## config.mk

```make
export PLATFORM = sky130hd
export DESIGN_NAME = if_stream_tagger
export DESIGN_NICKNAME = d
export VERILOG_FILES = /design/src/rtl/if_tag_pkg.sv /design/src/rtl/if_tag_gen.sv /design/src/rtl/if_stream_tagger.sv
export SDC_FILE = /design/constraint.sdc
export NUM_CORES = 1
export LEC_CHECK = 0
export BUFFER_PORTS_ARGS = -buffer_cell sky130_fd_sc_hd__buf_2
export CAP_MARGIN = 20
export CORE_MARGIN = 2
export CORE_UTILIZATION = 31
export CTS_BUF_LIST = sky130_fd_sc_hd__clkbuf_16
export DETAILED_ROUTE_END_ITERATION = 12
export PLACE_DENSITY = 0.49
export SKIP_CTS_REPAIR_TIMING = 1
export SLEW_MARGIN = 5
export SYNTH_ARGS = -nofsm -noshare
export SYNTH_HDL_FRONTEND = slang
export SYNTH_SLANG_ARGS = --single-unit
```

## constraint.sdc

```tcl
create_clock -name clk -period 3.2 [get_ports clk]
set_clock_uncertainty 0.05 [all_clocks]
set_input_delay 0.64 -clock clk [delete_from_list [all_inputs] [get_ports clk]]
set_output_delay 0.64 -clock clk [all_outputs]
set_load 0.005 [all_outputs]
```

## src/rtl/if_tag_pkg.sv

```systemverilog
// Shared definitions for the IF buffer producer: row-framing tags, FSM encoding
// and the IF word width helper.
package if_tag_pkg;

  localparam logic [1:0] TAG_MID    = 2'b00;
  localparam logic [1:0] TAG_END    = 2'b01;
  localparam logic [1:0] TAG_START  = 2'b10;
  localparam logic [1:0] TAG_SINGLE = 2'b11;

  localparam logic [1:0] IDLE   = 2'd0;
  localparam logic [1:0] STREAM = 2'd1;
  localparam logic [1:0] DONE   = 2'd2;

  // An IF word is the raw sample with the 2-bit framing tag on top.
  function automatic int unsigned if_word_w(input int unsigned sample_w);
    return sample_w + 2;
  endfunction

endpackage

```

## src/rtl/if_tag_gen.sv

```systemverilog
// Combinational row-framing tag generator; maps a column position within a row
// to the tag the IF scratchpad expects.
module if_tag_gen
  import if_tag_pkg::*;
#(
  parameter int ROW_LEN_W = 8
) (
  input  logic [ROW_LEN_W-1:0] col_cnt,
  input  logic [ROW_LEN_W-1:0] row_len,
  output logic [1:0]           tag
);

  always_comb begin
    tag = TAG_MID;
    // A one-word row is both start and end, so it outranks the other cases.
    if (row_len == ROW_LEN_W'(1)) begin
      tag = TAG_SINGLE;
    end else if (col_cnt == '0) begin
      tag = TAG_START;
    end else if (col_cnt == row_len - ROW_LEN_W'(1)) begin
      tag = TAG_END;
    end
  end

endmodule

```

## src/rtl/if_stream_tagger.sv

```systemverilog
// Transmit-side IF buffer producer: tags a valid/ready sample stream with row
// framing, honours IF_full backpressure and reports frame completion.
module if_stream_tagger
  import if_tag_pkg::*;
#(
  parameter int IF_SCRATCH_WIDTH = 16,
  parameter int FILT_ADDR_LEN    = 4,
  parameter int ROW_LEN_W        = 8,
  parameter int ROW_CNT_W        = 8
) (
  input  logic                                    clk,
  input  logic                                    rst,
  input  logic                                    start,
  input  logic                                    abort,
  input  logic [ROW_LEN_W-1:0]                    row_len,
  input  logic [ROW_CNT_W-1:0]                    num_rows,
  input  logic [FILT_ADDR_LEN-1:0]                filt_len,
  input  logic                                    s_valid,
  input  logic [IF_SCRATCH_WIDTH-1:0]             s_data,
  output logic                                    s_ready,
  input  logic                                    IF_full,
  output logic                                    IF_wen,
  output logic [if_word_w(IF_SCRATCH_WIDTH)-1:0]  IF_din,
  output logic                                    busy,
  output logic                                    done,
  output logic                                    cfg_err,
  output logic [1:0]                              dbg_state,
  output logic [ROW_CNT_W-1:0]                    dbg_row_cnt
);

  // Handshake: a sample moves in any cycle where s_valid && s_ready; the producer
  // must hold s_data stable while s_valid is high and s_ready is low.
  logic [1:0]           state_q, state_d;
  logic [ROW_LEN_W-1:0] col_cnt_q, col_cnt_d;
  logic [ROW_CNT_W-1:0] row_cnt_q, row_cnt_d;
  logic [ROW_LEN_W-1:0] row_len_q, row_len_d;
  logic [ROW_CNT_W-1:0] num_rows_q, num_rows_d;
  logic                 busy_q, done_q, cfg_err_q, cfg_err_d;

  logic       xfer;
  logic       last_col;
  logic       last_row;
  logic       cfg_bad;
  logic [1:0] tag;

  if_tag_gen #(.ROW_LEN_W(ROW_LEN_W)) u_tag_gen (
    .col_cnt (col_cnt_q),
    .row_len (row_len_q),
    .tag     (tag)
  );

  // abort also drops s_ready so the upstream never believes an aborted word landed.
  assign s_ready  = (state_q == STREAM) && !IF_full && !abort;
  assign xfer     = s_valid && s_ready;
  assign IF_wen   = xfer;
  assign IF_din   = {tag, s_data};
  assign last_col = (col_cnt_q == row_len_q - ROW_LEN_W'(1));
  assign last_row = (row_cnt_q == num_rows_q - ROW_CNT_W'(1));
  assign cfg_bad  = (row_len == '0) || (num_rows == '0) ||
                    (32'(row_len) < 32'(filt_len));

  always_comb begin
    state_d    = state_q;
    col_cnt_d  = col_cnt_q;
    row_cnt_d  = row_cnt_q;
    row_len_d  = row_len_q;
    num_rows_d = num_rows_q;
    cfg_err_d  = 1'b0;
    if (abort) begin
      state_d   = IDLE;
      col_cnt_d = '0;
      row_cnt_d = '0;
    end else begin
      case (state_q)
        IDLE: begin
          if (start) begin
            if (cfg_bad) begin
              cfg_err_d = 1'b1;
            end else begin
              row_len_d  = row_len;
              num_rows_d = num_rows;
              col_cnt_d  = '0;
              row_cnt_d  = '0;
              state_d    = STREAM;
            end
          end
        end
        STREAM: begin
          if (xfer) begin
            if (last_col) begin
              col_cnt_d = '0;
              row_cnt_d = row_cnt_q + ROW_CNT_W'(1);
              if (last_row) begin
                state_d = DONE;
              end
            end else begin
              col_cnt_d = col_cnt_q + ROW_LEN_W'(1);
            end
          end
        end
        DONE:    state_d = IDLE;
        default: state_d = IDLE;
      endcase
    end
  end

  always_ff @(posedge clk or negedge rst) begin
    if (!rst) begin
      state_q    <= IDLE;
      col_cnt_q  <= '0;
      row_cnt_q  <= '0;
      row_len_q  <= '0;
      num_rows_q <= '0;
      busy_q     <= 1'b0;
      done_q     <= 1'b0;
      cfg_err_q  <= 1'b0;
    end else begin
      state_q    <= state_d;
      col_cnt_q  <= col_cnt_d;
      row_cnt_q  <= row_cnt_d;
      row_len_q  <= row_len_d;
      num_rows_q <= num_rows_d;
      busy_q     <= (state_d == STREAM);
      done_q     <= (state_d == DONE);
      cfg_err_q  <= cfg_err_d;
    end
  end

  assign busy        = busy_q;
  assign done        = done_q;
  assign cfg_err     = cfg_err_q;
  assign dbg_state   = state_q;
  assign dbg_row_cnt = row_cnt_q;

endmodule

```

==> impl_metrics.yaml <==
global_routing:
  antenna_found_initial: 0
  grt_pass1_wl_um: 9535
  grtUsageTotal: 0.1393
  grt_max_degree: 38
  first_global_vias: 1924
  grt_overflow: 0
clock_tree:
  clock_latency_ns: 0.28
  ctsLongestPathBuffers: 2
  cts-htree-levels: 2
  root_buffer: "clkbuf_16"
  clk_pin_slew_ns: 0.06
  clock_sinks: 37
  cts_tree: "done"
  cts-buffers-inserted: 5
power:
  peakVddDrop_mv: 0.2686
  power_leakage_nw: 1.316
  cellPowerDensity_nw_per_um2: 518.5
  total_power_mw: 1.476
timing:
  slew_headroom: 0.4262
  period_share: 0.9450
  rsz0062_at_grt: "no"
  setup_viol: 0
  max_freq_ghz: 0.3307
  finalHoldViolations: 0
  setup-tns-final_ns: 0
  report.final.slew_viol_count: 0
  period_minus_slack_ns: 3.024
  worstMarginPinSlew_ns: 0.8606
finish:
  nFillCells: 814
  fin_util: 0.3703
  final_cell_mix: "42 x buf_2, 37 x dfrtp_1, 18 x nand2_1"
  drive_gt1_frac: 0.2604
  num_antenna_cells: 0
  final_common_cell: "buf_2"
  area_growth_pct: 16.19
  nNetsFinal: 338
yosys:
  synth_edf_count: 0
  synthArstFlopShare: 1.000
  yosysSeqAreaShare: 0.3779
  synth_area_um2: 2450
  ys_ff_latch: 37
  syn_inst: 253
  synth_ff_type: "dfrtp_1"
  syn_nets: 304
  yosysUniqueCellTypes: 49
  ys_warn_count: 0
  postSynthAreaPerCell_um2: 9.683
detailed_routing:
  drc: 0
  via_count: 1940
  drt_iter0_markers: 63
  dr.pass1.iters: 4
  wl_um: 5591
  viasPerCell: 4.974
  antenna_left: 0
  wire_per_inst_um: 14.34
critical_path:
  rr_endpoint: "col_cnt_q[5]"
  crit_family: "simple AND/OR/NAND/NOR gates"
  path_cells: "inv_1, ha_1, nor2b_1, or3_1, a31o_1, nor4_4, nand2_1, nand2_1, buf_2"
  cp.required_ns: 2.51
  critPathBufInv: 2
  reg2reg_from: "row_len_q[0]"
  critPathSlowestCell: "dfrtp_1"
  reg2regPathDepth: 10
  endpoint_kind: "primary output"
  path_max_fanout: 6
  cpMostUsedCell: "nand2_1"
  arrival_ns: 2.33
  crit_type: "reg2out"
  cp_slowest_stage_delay_ns: 0.43
  r2r_slack_ns: 0.45
  crit_path_start_kind: "register"
floorplanning:
  die_h_um: 92.90
  die-width_um: 92.90
  start_util: 0.3187
  rows: 32
  ios: 75
  die_area_um2: 8629
  core_area_um2: 7687
flow_run:
  drv_cap: 0
place:
  place.gp.congestion: 0.7278
  port_buffers: 42
  hpwl_um: 4289
hold_path:
  hold_class: "in2async"
outcome:
  status: "completed"
## logic make-up after synthesis
logic type	share of synthesized area
and+or+nand+nor	0.2089
AOI/OAI and AO/OA	0.1379
DFF	0.3779
buffers and inverters	0.07610
xor gates and xnor gates	0.07150
muxes	0.08172
adders and majority gates	0.04597
## worst max-delay path by stage
stage	startpoint	endpoint	slack, ns	depth (start not counted)
6_report	row_len_q[0]	IF_din[16]	0.18	9
5_1_grt	row_len_q[0]	IF_din[16]	0.03	9
4_1_cts	row_len_q[0]	IF_din[16]	0.15	9
2_1_floorplan	row_len_q[0]	IF_din[16]	0.54	8
3_5_place_dp	row_len_q[0]	col_cnt_q[5]	0.43	10
3_3_place_gp	row_len_q[0]	col_cnt_q[5]	0.46	10
## cell usage after synthesis, drive strengths merged (4+ instances only)
master / count / area share
mux2: 16 / 0.074
nand4b: 4 / 0.017
and2: 4 / 0.011
inv: 10 / 0.015
xnor2: 12 / 0.043
o21ai: 15 / 0.031
dfrtp: 37 / 0.38
nand3: 6 / 0.012
nand2b: 8 / 0.020
nor3: 7 / 0.014
ha: 9 / 0.046
nor2: 13 / 0.020
a31oi: 4 / 0.010
and3: 4 / 0.010
a21oi: 9 / 0.018
a21o: 4 / 0.013
nand2: 18 / 0.028
buf: 19 / 0.058
nor4: 8 / 0.027
xor2: 8 / 0.029
## registers in the layout, indices dropped and copies added, names as in the netlist
signal       flops
col_cnt_q        8
dbg_row_cnt      8
num_rows_q       8
row_len_q        8
dbg_state        2
busy             1
cfg_err          1
done             1
## where the power goes
part	switching [mW]	internal [mW]
Sequential	0.0708	0.521
Clock	0.187	0.362
Combinational	0.164	0.171
## per-layer routing
| metal | part of all wire | global-route usage | up-vias | routed length, µm |
|---|---|---|---|---|
| met3 | 0.034 | 0.02360 | 2 | 191 |
| met4 | 0.0088 | 0.04779 | 0 | 49 |
| met2 | 0.43 | 0.2162 | 29 | 2423 |
| li1 | - | - | 971 | - |
| met5 | 0 | 0 | - | 0 |
| met1 | 0.52 | 0.1957 | 938 | 2926 |
## cell type report
type                    instances  area (µm²)  area share
multi-input cells             185        1338      0.4699
clock buffers                   5       125.1     0.04396
repair buffers                 48       255.2     0.08967
inverters                      10       37.54     0.01319
clock inverters                 3       37.54     0.01319
flip-flops and latches         37       925.9      0.3253
well taps                     102       127.6     0.04484
## through the flow
step           cell area [µm²]  hold WS [ns]  cells  worst slack [ns]
2_1_floorplan             2450        0.2944    253            0.5444
3_3_place_gp              2684        0.4644    382            0.4560
3_5_place_dp              2684        0.4334    382            0.4342
4_1_cts                   2846        0.4570    390            0.1491
5_1_grt                   2846        0.4732    390           0.03274
6_report                  2846        0.4264    390            0.1761
Note: power is estimated with default switching activity, not from simulation.
